<file path="config.mk">
export PLATFORM = sky130hd
export DESIGN_NAME = serial_adder
export DESIGN_NICKNAME = d
export VERILOG_FILES = /design/src/rtl/serial_arith_pkg.sv /design/src/rtl/full_adder.sv /design/src/rtl/serial_adder.sv
export SDC_FILE = /design/constraint.sdc
export NUM_CORES = 1
export LEC_CHECK = 0
export CAP_MARGIN = 10
export CORE_ASPECT_RATIO = 0.75
export CORE_MARGIN = 2
export CORE_UTILIZATION = 40
export CTS_CLUSTER_SIZE = 16
export DETAILED_ROUTE_END_ITERATION = 6
export DONT_BUFFER_PORTS = 1
export MAX_ROUTING_LAYER = met4
export PLACE_DENSITY_LB_ADDON = 0.3
export SLEW_MARGIN = 10
export SYNTH_ARGS = -nofsm -noshare
export SYNTH_HDL_FRONTEND = slang
export SYNTH_SLANG_ARGS = --single-unit
</file>
<file path="constraint.sdc">
create_clock -name clk -period 1.55 [get_ports clk]
set_input_delay 0 -clock clk [delete_from_list [all_inputs] [get_ports clk]]
set_output_delay 0 -clock clk [all_outputs]
set_load 0.03 [all_outputs]
</file>
<file path="src/rtl/serial_arith_pkg.sv">
// serial_arith_pkg: shared state encoding for the bit-serial arithmetic blocks
package serial_arith_pkg;
  typedef enum logic [1:0] {
    S_IDLE = 2'd0,
    S_RUN  = 2'd1,
    S_DONE = 2'd2
  } state_t;
endpackage

</file>
<file path="src/rtl/full_adder.sv">
// full_adder: one-bit combinational full adder cell
module full_adder (
  input  logic a,
  input  logic b,
  input  logic cin,
  output logic sum,
  output logic cout
);
  assign sum  = a ^ b ^ cin;
  assign cout = (a & b) | (cin & (a ^ b));
endmodule

</file>
<file path="src/rtl/serial_adder.sv">
// serial_adder: bit-serial N-bit adder, LSB first, one bit per clock
module serial_adder
  import serial_arith_pkg::*;
#(
  parameter int WIDTH = 8
) (
  input  logic             clk,
  input  logic             rst,
  input  logic             start,
  input  logic [WIDTH-1:0] a,
  input  logic [WIDTH-1:0] b,
  input  logic             cin,
  output logic             busy,
  output logic             done,
  output logic [WIDTH-1:0] sum,
  output logic             cout
);
  localparam int CW = $clog2(WIDTH + 1);
  localparam logic [CW-1:0] LAST = CW'(WIDTH - 1);
  state_t state_q, state_d;
  logic [WIDTH-1:0] a_sr_q, a_sr_d, b_sr_q, b_sr_d, sum_sr_q, sum_sr_d;
  logic [CW-1:0] cnt_q, cnt_d;
  logic carry_q, carry_d, busy_q, busy_d, done_q, done_d;
  logic fa_s, fa_co;
  full_adder u_fa (
    .a    (a_sr_q[0]),
    .b    (b_sr_q[0]),
    .cin  (carry_q),
    .sum  (fa_s),
    .cout (fa_co)
  );
  always_comb begin
    state_d  = state_q;
    a_sr_d   = a_sr_q;
    b_sr_d   = b_sr_q;
    sum_sr_d = sum_sr_q;
    carry_d  = carry_q;
    cnt_d    = cnt_q;
    case (state_q)
      S_IDLE: if (start) begin
        a_sr_d   = a;
        b_sr_d   = b;
        carry_d  = cin;
        cnt_d    = '0;
        sum_sr_d = '0;
        state_d  = S_RUN;
      end
      S_RUN: begin
        a_sr_d   = a_sr_q >> 1;
        b_sr_d   = b_sr_q >> 1;
        // shift form stays legal when WIDTH is 1
        sum_sr_d = (sum_sr_q >> 1) | (WIDTH'(fa_s) << (WIDTH - 1));
        carry_d  = fa_co;
        cnt_d    = cnt_q + 1'b1;
        state_d  = (cnt_q == LAST) ? S_DONE : S_RUN;
      end
      S_DONE:  state_d = S_IDLE;
      default: state_d = S_IDLE;
    endcase
    busy_d = state_d != S_IDLE;
    done_d = state_d == S_DONE;
  end
  always_ff @(posedge clk or posedge rst) begin
    if (rst) begin
      state_q  <= S_IDLE;
      a_sr_q   <= '0;
      b_sr_q   <= '0;
      sum_sr_q <= '0;
      carry_q  <= 1'b0;
      cnt_q    <= '0;
      busy_q   <= 1'b0;
      done_q   <= 1'b0;
    end else begin
      state_q  <= state_d;
      a_sr_q   <= a_sr_d;
      b_sr_q   <= b_sr_d;
      sum_sr_q <= sum_sr_d;
      carry_q  <= carry_d;
      cnt_q    <= cnt_d;
      busy_q   <= busy_d;
      done_q   <= done_d;
    end
  end
  assign busy = busy_q;
  assign done = done_q;
  assign sum  = sum_sr_q;
  assign cout = carry_q;
endmodule

</file>
==> flow_metrics.env <==
export IMPL_maxCapViolCount=0
export IMPL_clock_sinks=33
export IMPL_synth_yosys_seq_area_share_pct=58.3
export IMPL_drtIter0Drc=45
export IMPL_worst_r2r_path_depth=4
export IMPL_switching_power_mw=1.21
export IMPL_first_global_vias=1096
export IMPL_cts_setup_buffers=0
export IMPL_fp_coreArea_um2=3330
export IMPL_remaining_drc_errors=0
export IMPL_post_cts_resized_instances=0
export IMPL_seq_power_share_pct=49.8
export IMPL_route_final_wire_length_um=2890
export IMPL_cts_max_path_buffers=2
export IMPL_grt_setup_unrepaired="no"
export IMPL_postSynthAreaPerCell_um2=11.5
export IMPL_antenna_diode_count=0
export IMPL_worst_setup_margin_ps=168
export IMPL_pin_count_of_the_biggest_net_entering_global_routing=34
export IMPL_synthMostInstantiatedCell="sky130_fd_sc_hd__dfrtp_1"
export IMPL_timing_setup_tns_ps=0
export IMPL_layout_area_overhead_vs_synth_pct=23.5
export IMPL_synth_fp_nets=145
export IMPL_grt_ovf=0
export IMPL_crit_reg2reg_launch="state_q[0]"
export IMPL_wl_met1_um=1300
export IMPL_die_width_um=72.7
export IMPL_tritoncts_clock_tree="done"
export IMPL_track_usage_pct=16.3
export IMPL_synth_largest_area_cell="sky130_fd_sc_hd__dfrtp_1"
export IMPL_io_buffer_count=0
export IMPL_type_of_the_worst_setup_path="reg2reg"
export IMPL_worstPathRequired_ps=1740
export IMPL_finalWeightedCongestion=0.743
export IMPL_netlist_instances=123
export IMPL_final_period_minus_worst_setup_slack_ps=1380
export IMPL_detail_route_vias_per_cell=5.50
export IMPL_power_leakage_nw=0.781
export IMPL_number_of_distinct_standard_cells_referenced_by_the_synthesized_netlist=25
export IMPL_clock_skew_final_ps=3.69
export IMPL_ant_nets=0
export IMPL_die_height_um=55.5
export IMPL_yosys_register_bits=33
export IMPL_fp_row_count=18
export IMPL_starting_density_pct=42.5
export IMPL_vdd_drop_max_mv=0.879
export IMPL_report_power_total_mw=3.21
export IMPL_pin_count=31
export IMPL_period_utilization_pct=89.2
export IMPL_setup_violations=0
export IMPL_clock_root_buffer="sky130_fd_sc_hd__clkbuf_8"
export IMPL_synth_warning_count=0
export IMPL_cp_end_kind="flop"
export IMPL_grt_antenna_before_repair=0
export IMPL_avgRoutedWirePerCell_um=15.2
export IMPL_non_filler_cells_final=190
export IMPL_top_fanout_value_on_the_critical_path=9
export IMPL_worstSetupStartpointType="flop"
export IMPL_htreeDepth=2
export IMPL_hold_viol_final=0
export IMPL_placed_cells=163
export IMPL_worst_pin_slew_ps=406
export IMPL_r2r_end="cnt_q[3]"
export IMPL_route_vias_total=1045
export IMPL_postLayoutCoreUtil_pct=52.5
export IMPL_insertion_delay_ps=290
export IMPL_intPower_mw=1.99
export IMPL_fin_hold_ws_ps=246
export IMPL_maxClockFrequency_ghz=0.724
export IMPL_dominantRegCellSynth="sky130_fd_sc_hd__dfrtp_1"
export IMPL_relSlewSlack_pct=72.9
export IMPL_placed_area_um2=1460
export IMPL_worst_endpoint_arrival_ps=1580
export IMPL_first_pass_grt_wire_length_um=4920
export IMPL_post_synth_most_frequent_cells="33 x sky130_fd_sc_hd__dfrtp_1, 16 x sky130_fd_sc_hd__nand2_1, 14 x sky130_fd_sc_hd__a22oi_1, 11 x sky130_fd_sc_hd__a22o_1, 11 x sky130_fd_sc_hd__o21ai_1"
export IMPL_comb_power_share_pct=28.1
export IMPL_timing_critical_path_from="state_q[0]"
export IMPL_synth_area_top_cells="sky130_fd_sc_hd__dfrtp_1 58%, sky130_fd_sc_hd__a22oi_1 7.4%, sky130_fd_sc_hd__a22o_1 6.8%"
export IMPL_power_density_nw_per_um2=1830
export IMPL_first_drt_pass_iteration_count=4
export IMPL_numCtsBuffers=5
export IMPL_synth_enable_flop_cells=0
export IMPL_wl_met3_um=196
export IMPL_clk_pin_slew_ps=70
export IMPL_layout_drive_gt1_share_pct=12.0
export IMPL_netlist_area_um2=1420
export IMPL_sw_frac_of_total_pct=37.8
export IMPL_finish_net_count=171
export IMPL_route_met2_wl_um=1360
export IMPL_hp_class="in2async"
export IMPL_postSynth_asyncResetShare_pct=100
export IMPL_post_synth_top_area_fraction_pct=58.3
export IMPL_clock_power_share_pct=22.2
export IMPL_place_hpwl_um=1910
export IMPL_status="completed"
export IMPL_timing_final_max_slew_violations=0
export IMPL_die_area_um2=4040
export IMPL_route_top_layer_used="met4"
export IMPL_post_route_cell_area_um2=1750
export IMPL_reg2reg_setup_slack_ps=170
export IMPL_dp_slack_ps=203
## worst max-delay path by stage
stage | end | slack (ps)
after global routing | cnt_q[3] | 50
after floorplan | cout | 200
after CTS | cnt_q[3] | 180
after global placement | cnt_q[3] | 290
final | cnt_q[3] | 170
after detailed placement | cnt_q[3] | 200
## area by class of cell
| cell class | instances | area, um^2 |
|---|---|---|
| fill | 298 | 1580 |
| sequential | 33 | 826 |
| multi-input combinational | 76 | 495 |
| timing repair buffer | 28 | 258 |
| clock buffer | 7 | 96.3 |
| tap | 40 | 50.0 |
| inverter | 5 | 18.8 |
| clock inverter | 1 | 5.00 |
## logic make-up after synthesis
family          count (synthesis)  share of synthesized area (%)
compound gates                 47                           23.6
simple gates                   26                           8.39
mux                             1                          0.707
fa+ha+maj                       2                           2.30
buf+inv                        14                           6.71
flops                          33                           58.3
## power groups by stage
| stage | Combinational (mW) | Sequential [mW] | Clock (mW) |
|---|---|---|---|
| 2_1_floorplan | 0.699 | 1.56 | 0 |
| 6_report | 0.900 | 1.60 | 0.711 |
| 3_5_place_dp | 0.861 | 1.61 | 0 |
| 3_3_place_gp | 0.822 | 1.59 | 0 |
| 4_1_cts | 0.902 | 1.59 | 0.725 |
| 5_1_grt | 1.01 | 1.64 | 0.765 |
## sequential cells by signal, indices dropped and copies added (netlist names)
name	cells
a_sr_q	8
b_sr_q	8
busy	1
cnt_q	4
cout	1
done	1
state_q	2
sum	8
## repair_timing
item	in CTS	in global routing
hold buffers	19	0
endpoints found under the setup margin	0	0
hold endpoints to repair	50	0
## worst max-delay path, cell delays in order, from the launching register on
cell and delay, ps:
sky130_fd_sc_hd__dfrtp_1 450, sky130_fd_sc_hd__buf_4 200, sky130_fd_sc_hd__and2b_1 300, sky130_fd_sc_hd__a41oi_1 150
sky130_fd_sc_hd__a31oi_1 190
## layout by cell type (no fill, tap or decap), types with 2 or more instances in the layout
cell	instances
sky130_fd_sc_hd__a21oi_1	2
sky130_fd_sc_hd__o21ai_1	11
sky130_fd_sc_hd__o22ai_1	3
sky130_fd_sc_hd__and2b_1	2
sky130_fd_sc_hd__inv_1	5
sky130_fd_sc_hd__o21ai_0	3
sky130_fd_sc_hd__clkbuf_8	7
sky130_fd_sc_hd__dfrtp_1	33
sky130_fd_sc_hd__nor2b_1	2
sky130_fd_sc_hd__nor3_1	2
sky130_fd_sc_hd__a22o_1	11
sky130_fd_sc_hd__dlygate4sd3_1	19
sky130_fd_sc_hd__a22oi_1	14
sky130_fd_sc_hd__nand2_1	16
sky130_fd_sc_hd__buf_4	9
sky130_fd_sc_hd__nand2b_1	2
## layer usage
layer / up-vias / global-route usage [%]
li1: 493 / -
met1: 509 / 19.8
met2: 37 / 23.6
met3: 6 / 6.93
met4: 0 / 7.14
met5: - / -
Power figures use the tool's default switching activity.
